==> config.mk <==
export PLATFORM = sky130hd
export DESIGN_NAME = i2c_arbiter
export DESIGN_NICKNAME = d
export VERILOG_FILES = /design/src/rtl/i2c_arbiter.sv
export SDC_FILE = /design/constraint.sdc
export NUM_CORES = 1
export LEC_CHECK = 0
export CORE_ASPECT_RATIO = 1.2
export CORE_MARGIN = 8
export CORE_UTILIZATION = 46
export DETAILED_ROUTE_END_ITERATION = 12
export GPL_TIMING_DRIVEN = 0
export PLACE_DENSITY = 0.95
export SLEW_MARGIN = 20
export SYNTH_ARGS = -nofsm -noshare
export SYNTH_HDL_FRONTEND = slang
export SYNTH_SLANG_ARGS = --single-unit
==> constraint.sdc <==
create_clock -name clk -period 6.86 [get_ports clk]
set_input_delay 1.029 -clock clk [delete_from_list [all_inputs] [get_ports clk]]
set_output_delay 1.029 -clock clk [all_outputs]
set_load 0.01 [all_outputs]
==> src/rtl/i2c_arbiter.sv <==
// i2c_arbiter: shares one i2c_basic master among N_CLIENTS requesters using
// round-robin arbitration, optional bus locking and a WAIT-state timeout.
module i2c_arbiter #(
    parameter int N_CLIENTS      = 4,
    parameter int TIMEOUT_CYCLES = 65535
) (
    input  logic                    clk,
    input  logic                    resetn,
    input  logic [N_CLIENTS-1:0]    req_start,
    input  logic [N_CLIENTS-1:0]    req_lock,
    input  logic [7*N_CLIENTS-1:0]  req_addr,
    input  logic [2*N_CLIENTS-1:0]  req_num_wr,
    input  logic [24*N_CLIENTS-1:0] req_wr_data,
    input  logic [2*N_CLIENTS-1:0]  req_num_rd,
    output logic [N_CLIENTS-1:0]    req_done,
    output logic [N_CLIENTS-1:0]    req_err,
    output logic [15:0]             rd_data,
    output logic [N_CLIENTS-1:0]    grant,
    output logic                    busy,
    output logic                    i2c_start,
    output logic [6:0]              i2c_addr,
    output logic [1:0]              i2c_num_wr_bytes,
    output logic [7:0]              i2c_wr_data0,
    output logic [7:0]              i2c_wr_data1,
    output logic [7:0]              i2c_wr_data2,
    output logic [1:0]              i2c_num_rd_bytes,
    input  logic                    i2c_done,
    input  logic [7:0]              i2c_rd_data0,
    input  logic [7:0]              i2c_rd_data1
);
    localparam int GW = $clog2(N_CLIENTS);

    typedef enum logic [1:0] {
        ST_IDLE  = 2'd0,
        ST_ISSUE = 2'd1,
        ST_WAIT  = 2'd2
    } state_t;

    state_t                 state_r;
    logic [N_CLIENTS-1:0]   pending_r;
    logic [GW-1:0]          last_grant_r;
    logic [GW-1:0]          g_idx_r;
    logic                   lock_valid_r;
    logic [GW-1:0]          lock_owner_r;
    logic [19:0]            timer_r;
    logic [N_CLIENTS-1:0]   grant_r;
    logic [N_CLIENTS-1:0]   req_done_r;
    logic [N_CLIENTS-1:0]   req_err_r;
    logic [15:0]            rd_data_r;
    logic [6:0]             addr_r;
    logic [1:0]             num_wr_r;
    logic [1:0]             num_rd_r;
    logic [23:0]            wr_data_r;

    logic                   lock_hold_s;
    logic [N_CLIENTS-1:0]   eligible_s;
    logic                   win_found_s;
    logic [GW-1:0]          win_idx_s;
    logic [GW-1:0]          cand_s;
    logic                   hit_s;
    logic [N_CLIENTS-1:0]   clr_mask_s;
    logic                   zero_len_s;

    function automatic logic [N_CLIENTS-1:0] onehot(input logic [GW-1:0] idx);
        logic [N_CLIENTS-1:0] v;
        v      = '0;
        v[idx] = 1'b1;
        return v;
    endfunction

    // Winner selection: a held lock restricts eligibility to its owner, otherwise round-robin after last_grant.
    always_comb begin
        lock_hold_s = lock_valid_r && req_lock[lock_owner_r];
        eligible_s  = lock_hold_s ? (pending_r & onehot(lock_owner_r)) : pending_r;
        win_found_s = 1'b0;
        win_idx_s   = '0;
        cand_s      = '0;
        hit_s       = 1'b0;
        for (int k = 1; k <= N_CLIENTS; k++) begin
            cand_s      = GW'((int'(last_grant_r) + k) % N_CLIENTS);
            hit_s       = eligible_s[cand_s] && !win_found_s;
            win_idx_s   = hit_s ? cand_s : win_idx_s;
            win_found_s = win_found_s || hit_s;
        end
        clr_mask_s = ((state_r == ST_IDLE) && win_found_s) ? onehot(win_idx_s) : '0;
    end

    assign zero_len_s = (num_wr_r == 2'd0) && (num_rd_r == 2'd0);

    // Arbiter FSM together with the pending set, lock tracking and every registered output.
    always_ff @(posedge clk or negedge resetn) begin
        if (!resetn) begin
            state_r      <= ST_IDLE;
            pending_r    <= '0;
            last_grant_r <= GW'(N_CLIENTS - 1);
            g_idx_r      <= '0;
            lock_valid_r <= 1'b0;
            lock_owner_r <= '0;
            timer_r      <= 20'd0;
            grant_r      <= '0;
            req_done_r   <= '0;
            req_err_r    <= '0;
            rd_data_r    <= 16'h0000;
            addr_r       <= 7'h00;
            num_wr_r     <= 2'd0;
            num_rd_r     <= 2'd0;
            wr_data_r    <= 24'h000000;
        end else begin
            pending_r  <= (pending_r | req_start) & ~clr_mask_s;
            req_done_r <= '0;
            req_err_r  <= '0;
            case (state_r)
                ST_IDLE: begin
                    if (!lock_hold_s) begin
                        lock_valid_r <= 1'b0;
                    end
                    if (win_found_s) begin
                        addr_r       <= req_addr[int'(win_idx_s)*7 +: 7];
                        num_wr_r     <= req_num_wr[int'(win_idx_s)*2 +: 2];
                        num_rd_r     <= req_num_rd[int'(win_idx_s)*2 +: 2];
                        wr_data_r    <= req_wr_data[int'(win_idx_s)*24 +: 24];
                        grant_r      <= onehot(win_idx_s);
                        last_grant_r <= win_idx_s;
                        g_idx_r      <= win_idx_s;
                        state_r      <= ST_ISSUE;
                    end
                end
                ST_ISSUE: begin
                    timer_r <= 20'(TIMEOUT_CYCLES);
                    // An empty transaction never touches the bus and completes at once.
                    if (zero_len_s) begin
                        req_done_r   <= grant_r;
                        grant_r      <= '0;
                        lock_valid_r <= req_lock[g_idx_r];
                        lock_owner_r <= g_idx_r;
                        state_r      <= ST_IDLE;
                    end else begin
                        state_r <= ST_WAIT;
                    end
                end
                ST_WAIT: begin
                    timer_r <= timer_r - 20'd1;
                    if (i2c_done) begin
                        rd_data_r    <= {i2c_rd_data1, i2c_rd_data0};
                        req_done_r   <= grant_r;
                        grant_r      <= '0;
                        lock_valid_r <= req_lock[g_idx_r];
                        lock_owner_r <= g_idx_r;
                        state_r      <= ST_IDLE;
                    end else if (timer_r <= 20'd1) begin
                        req_done_r   <= grant_r;
                        req_err_r    <= grant_r;
                        grant_r      <= '0;
                        lock_valid_r <= 1'b0;
                        state_r      <= ST_IDLE;
                    end
                end
                default: begin
                    grant_r <= '0;
                    state_r <= ST_IDLE;
                end
            endcase
        end
    end

    assign i2c_start        = (state_r == ST_ISSUE) && !zero_len_s;
    assign busy             = (state_r != ST_IDLE);
    assign grant            = grant_r;
    assign req_done         = req_done_r;
    assign req_err          = req_err_r;
    assign rd_data          = rd_data_r;
    assign i2c_addr         = addr_r;
    assign i2c_num_wr_bytes = num_wr_r;
    assign i2c_num_rd_bytes = num_rd_r;
    assign i2c_wr_data0     = wr_data_r[7:0];
    assign i2c_wr_data1     = wr_data_r[15:8];
    assign i2c_wr_data2     = wr_data_r[23:16];

endmodule

==> flow_metrics.tcl, run 1 <==
set metrics [dict create \
    status "complete, no violations" \
    clock-root-buffer "clkbuf_16" \
    numPortBuffers 231 \
    fp.dieH_um 134 \
    track_usage_pct 25.0 \
    rsz0062_at_grt "no" \
    seq_area_frac_synth_pct 45.4 \
    area_growth_pct 54.0 \
    grt_pass1_vias 5780 \
    required_ns 7.07 \
    clock_sinks 96 \
    postRouteAntennaNets 0 \
    p_leak_uw 0.00332 \
    yosysWarningCount 0 \
    cp-endpoint "wr_data_r[16]" \
    clkLatencyLatePin_ns 0.34 \
    antennaDiodeCount 0 \
    place_hpwl_um 15400 \
    synth_top_cell_by_area "dfrtp_1" \
    cts_setup_buffers 0 \
    cts-hold-fix-buffers 0 \
    num_vias 5332 \
    synth_area_per_cell_um2 10.3 \
    critPathMaxFanout 10 \
    finalSetupTns_ns 0 \
    clock_skew_ns 0.00590 \
    slew_headroom_pct 61.7 \
    synth_area_mm2 0.00529 \
    crit_start "req_lock[0]" \
    holdCritPathClass "reg -> reg" \
    core_area_mm2 0.0114 \
    netlist_top_cells_count "94 x dfrtp_1, 56 x nand2_1, 51 x mux2i_1" \
    path_class "in -> reg" \
    worst_slack_ns 3.49 \
    pin_count 232 \
    hold_violations 0 \
    synth.area.top_cells "dfrtp_1 44%, mux2i_1 9.6%, nor4_1 4.5%" \
    period_share_pct 49.1 \
    place_ws_ns 3.22 \
    finalNetCount 931 \
    clock_path_buffers 2 \
    synth.distinct_cells 63 \
    rows 43 \
    antenna_found_initial 0 \
    maxCapViolCount 0 \
    firstDrtPassIters 7 \
    cts_inserted_buffers 9 \
    place_congestion 0.917 \
    setup_viol 0 \
    start_util_pct 46.4 \
    layout-drive-gt1-share_pct 9.44 \
    place_inst 904 \
    timing.fmax_mhz 297 \
    die_area_mm2 0.0152 \
    overflow 0 \
    synth-edff-count 0 \
    peakVddDrop_uv 265 \
    path_clk_slew_ns 0.07 \
    worstPathArrival_ns 3.58 \
    yosysMostFrequentCell "dfrtp_1" \
    finalCriticalPeriod_ns 3.37 \
    r2r-start "lock_owner_r[1]" \
    ys_seq_elements 96 \
    powerDensity_mw_per_mm2 453 \
    drv_slew 0 \
    min_from "wr_data_r[17]" \
    htreeDepth 3 \
    chipWidth_um 114 \
    grt_pass1_wl_um 30000 \
    endpoint_kind "flip-flop" \
    synth_top_area_share_pct 44.4 \
    routedWlPerCell_um 20.7 \
    synth_top_flop_cell "dfrtp_1" \
    cp_cell_sequence "clkdlybuf4s50_1 -> mux2_4 -> a211oi_2 -> a32o_1 -> and2_1 -> buf_2 -> buf_6 -> buf_6 -> mux2i_1 -> o221ai_1" \
    synth_fp_nets 688 \
    ctsResizeCount 0 \
    cp-start-kind "primary input" \
    drc_errors 0 \
    worst_pin_slew_ns 0.560 \
    ff2ff_path_depth 9 \
    final_cells 920 \
    viasPerCell 5.80 \
    cts_tree "built" \
    crit_top_cell "buf_6" \
    synthArstFlopShare_pct 100 \
    cp_slowest_cell "clkdlybuf4s50_1" \
    r2r_end "wr_data_r[14]" \
    grt_max_degree 50 \
    wl_um 19100 \
    synthCells 515 \
    drtIter0Drc 408 \
    reg2reg_slack_ns 4.07 \
    slowest_delay_ns 0.49 \
]
-- worst max-delay path: cells and delay by family --
family | cells | cell delay (ns)
buffers and inverters | 4 | 0.97
AO/OA/AOI/OAI | 3 | 0.73
multiplexers | 2 | 0.72
AND/OR/NAND/NOR | 1 | 0.14
-- cells in the final DEF, fill, tap and decap left out, types with 5 or more instances in the layout --
cell             count
xnor2_1              7
nor4_1              38
clkbuf_1            14
nor2_1              48
clkbuf_16            9
a2111oi_0           11
mux2i_1             51
a21boi_0            11
inv_1               15
mux2_2              17
clkdlybuf4s50_1    230
nor3_1               5
nand2_1             56
o21ai_0             10
a21oi_1             15
dfrtp_1             94
or3_1                5
buf_2               11
buf_6                8
nand3_1              8
ha_1                 6
o221ai_1            24
a32o_1               5
-- registers in the layout, summed over array words and instances (netlist names), 4 cells and up --
name	cells
grant	4
i2c_addr	7
pending_r	4
rd_data	16
req_done	4
req_err	4
timer_r	20
wr_data_r	24
-- routing by layer --
metal,vias up,wire [um],GRT usage (%),part of all wire [%]
met2,267,10000,44.2,52
met5,-,0,0,0
met1,2599,7180,27.6,38
met4,0,779,13.2,4.1
met3,59,1100,4.98,5.8
li1,2407,-,-,-
-- report_power, final --
part,internal [uW],switching (uW),total [uW]
sequential,783,148,931
combinational,1020,1200,2220
clock,322,221,543
-- through the flow --
stage	hold slack (ns)	total power (uW)	util (%)	area, um^2
4_1_cts	0.500	3690	71.5	8150
3_5_place_dp	0.485	3140	68.7	7830
6_report	0.501	3690	71.5	8150
5_1_grt	0.528	3920	71.5	8150
3_3_place_gp	0.473	3040	68.4	7800
2_1_floorplan	0.483	2260	-	5290
-- area by class of cell --
cell class	instances	area [um^2]
repair buffers	232	2340
flip-flops and latches	96	2400
inverters	15	56.3
clock buffers	10	229
well taps	157	196
multi-input cells	371	2640
fillers	839	3250
plain buffers	33	195
clock inverters	6	92.6
-- worst min path at each step --
stage | end | slack, ns | cells after the start
2_1_floorplan | timer_r[15] | 0.48 | 2
3_3_place_gp | wr_data_r[14] | 0.47 | 2
3_5_place_dp | wr_data_r[21] | 0.48 | 2
4_1_cts | wr_data_r[21] | 0.50 | 2
5_1_grt | rd_data[12] | 0.53 | 1
6_report | wr_data_r[17] | 0.50 | 2
-- logic make-up (layout without fill, tap and decap cells) --
logic type	Yosys count	in the layout	share of synthesized area, %
buf+inv	48	296	4.75
mux	71	71	14.4
flops	96	96	45.4
xor+xnor	11	11	1.82
fa+ha+maj	6	6	1.42
compound gates	96	96	14.1
simple gates	187	187	18.1
No activity file was read; power rests on OpenSTA's default activity.
==> run 2: changes to the inputs <==
CORE_UTILIZATION = 39   (was 46)
PLACE_DENSITY = 0.86   (was 0.95)
clock period = 2.9 ns   (was 6.86 ns; I/O delays follow)
==> run 2 against run 1 <==
Die area is 16% higher. Worst setup slack worse by 3.3 ns. Hold slack worse by 0.010 ns. Global-route usage fell by 4.1 points. Non-clock buffer count grew 1. Cell area is 0.38% higher. Count of clock-buffer cells in the layout fell by 1. Combinational power up 140%. Critical path type unchanged. Largest cell class unchanged. Largest power group unchanged.
==> flow_metrics.tcl, run 2 (synthesized netlist as in run 1, its figures left out) <==
set metrics [dict create \
    status "complete, no violations" \
    ctsResizeCount 0 \
    drc_errors 0 \
    fp.dieH_um 144 \
    critPathMaxFanout 10 \
    wl_met3_um 1630 \
    firstDrtPassIters 5 \
    cp-start-kind "primary input" \
    min_from "i2c_addr[4]" \
    p_int_uw 5030 \
    finalCriticalPeriod_ns 2.74 \
    m1WireLength_um 7090 \
    r2r_end "wr_data_r[19]" \
    timing.fmax_mhz 365 \
    multiInputGateArea_mm2 0.00264 \
    finalNetCount 932 \
    slowest_delay_ns 0.59 \
    antenna_found_initial 0 \
    rsz0062_at_grt "no" \
    period_share_pct 94.6 \
    required_ns 3.14 \
    finalSetupTns_ns 0 \
    grt_pass1_wl_um 28600 \
    track_usage_pct 21.0 \
    place_congestion 0.869 \
    clock-root-buffer "clkbuf_16" \
    clock_sinks 96 \
    worst_pin_slew_ns 0.638 \
    largest-register "wr_data_r" \
    chipWidth_um 122 \
    viasPerCell 5.58 \
    p_leak_uw 0.00333 \
    power_frac_clock_pct 15.2 \
    path_class "in -> reg" \
    maxCapViolCount 0 \
    overflow 0 \
    p_sw_uw 3780 \
    grt_max_degree 67 \
    share_seq_of_total_power_pct 24.7 \
    hold_end "i2c_addr[4]" \
    setup_viol 0 \
    powerDensity_mw_per_mm2 1080 \
    numPortBuffers 231 \
    final_cell_mix "230 x clkdlybuf4s50_1, 94 x dfrtp_1, 56 x nand2_1" \
    pin_count 232 \
    cp_slowest_cell "clkdlybuf4s50_1" \
    postRouteAntennaNets 0 \
    die_area_mm2 0.0176 \
    grt_pass1_vias 5507 \
    layout_commonest_cell "clkdlybuf4s50_1" \
    hold_violations 0 \
    place_area_mm2 0.00785 \
    holdCritPathClass "reg -> reg" \
    endpoint_kind "flip-flop" \
    layout-drive-gt1-share_pct 9.55 \
    reg2reg_slack_ns 0.23 \
    largest_reg_flops 24 \
    crit_buf_inv 2 \
    routedWlPerCell_um 19.9 \
    cts_tree "built" \
    combPwrFrac_pct 60.1 \
    start_util_pct 40.0 \
    path_clk_slew_ns 0.07 \
    cp_cell_sequence "clkdlybuf4s50_1 -> and4b_1 -> a211oi_2 -> o32a_2 -> nand2_1 -> clkbuf_1 -> nor4_1 -> nor4_1" \
    clkLatencyLatePin_ns 0.34 \
    area_growth_pct 54.6 \
    ff2ff_path_depth 9 \
    antennaDiodeCount 0 \
    whs_path_depth 2 \
    rows 46 \
    clock_path_buffers 2 \
    clock_skew_ns 0.00708 \
    core_area_mm2 0.0132 \
    p_sw_share_pct 42.9 \
    cts_inserted_buffers 9 \
    regArea_mm2 0.00240 \
    dr_wl_met2_um 9290 \
    n_fill_cell 1119 \
    num_vias 5205 \
    wl_um 18500 \
    place_hpwl_um 14300 \
    top_layer "met4" \
    slew_headroom_pct 57.5 \
    r2r-start "lock_owner_r[0]" \
    cp_top_family "buffers and inverters" \
    htreeDepth 3 \
    crit_top_cell "nor4_1" \
    drtIter0Drc 314 \
    drv_slew 0 \
    final_area_mm2 0.00818 \
    worstPathArrival_ns 2.98 \
    peakVddDrop_uv 577 \
]
==> run 2: changes by cell type in the layout (fill, tap and decap cells not counted) <==
| cell | before | now |
|---|---|---|
| inv_8 | 0 | 2 |
| clkbuf_1 | 14 | 13 |
| clkinv_2 | 0 | 1 |
| clkinvlp_4 | 2 | 1 |
| dlygate4sd3_1 | 0 | 1 |
| inv_6 | 1 | 0 |
==> run 2: worst min-delay path: stages (launching register included) <==
cell	delay, ns
dfrtp_1	0.35
nand2_1	0.05
o221ai_1	0.06
==> run 2: worst max path at each step <==
stage	slack, ns	depth (start not counted)	from	endpoint
detailed placement	-0.13	8	req_lock[2]	wr_data_r[22]
floorplan	0.72	10	lock_owner_r[0]	i2c_addr[0]
finish	0.16	8	req_lock[2]	wr_data_r[22]
CTS	0.23	8	req_lock[2]	wr_data_r[22]
global placement	-2.20	1	resetn	wr_data_r[8]
global route	0.02	9	lock_owner_r[1]	wr_data_r[13]
==> run 2: layout make-up <==
type	count	area share, %
Sequential cell	96	29.4
Clock inverter	7	1.27
Multi-Input combinational cell	371	32.2
Tap cell	168	2.57
Clock buffer	9	2.75
Buffer	33	2.38
Inverter	15	0.688
Timing Repair Buffer	233	28.7
==> run 2: power by group through the flow <==
stage               clock, uW  combinational (uW)  sequential [uW]
detailed placement          0                5300             2190
global route             1410                5720             2230
floorplan                   0                3040             2300
finish                   1340                5290             2180
CTS                      1350                5330             2170
global placement            0                5190             2170
==> run 2: repair_timing <==
item | in CTS | in global routing
endpoints found under the hold margin | 30 | 0
buffers inserted | 0 | 0
hold buffers | 1 | 0
endpoints found under the setup margin | 0 | 0
==> run 2: through the flow <==
step                std cells  total power [uW]  hold WS, ns  utilization [%]  setup WS, ns
detailed placement        915              7490        0.342             59.3        -0.125
floorplan                 515              5340        0.139                -         0.720
finish                    932              8810        0.490             61.8         0.157
CTS                       932              8850        0.494             61.8         0.232
global route              932              9360        0.507             61.8        0.0220
global placement          914              7360        0.470             59.0         -2.20
==> run 2: layer usage <==
layer  vias up  GRT usage (%)
li1       2408              -
met1      2492           23.8
met3        38           7.30
met2       267           35.3
met4         0           8.42
met5         -              0
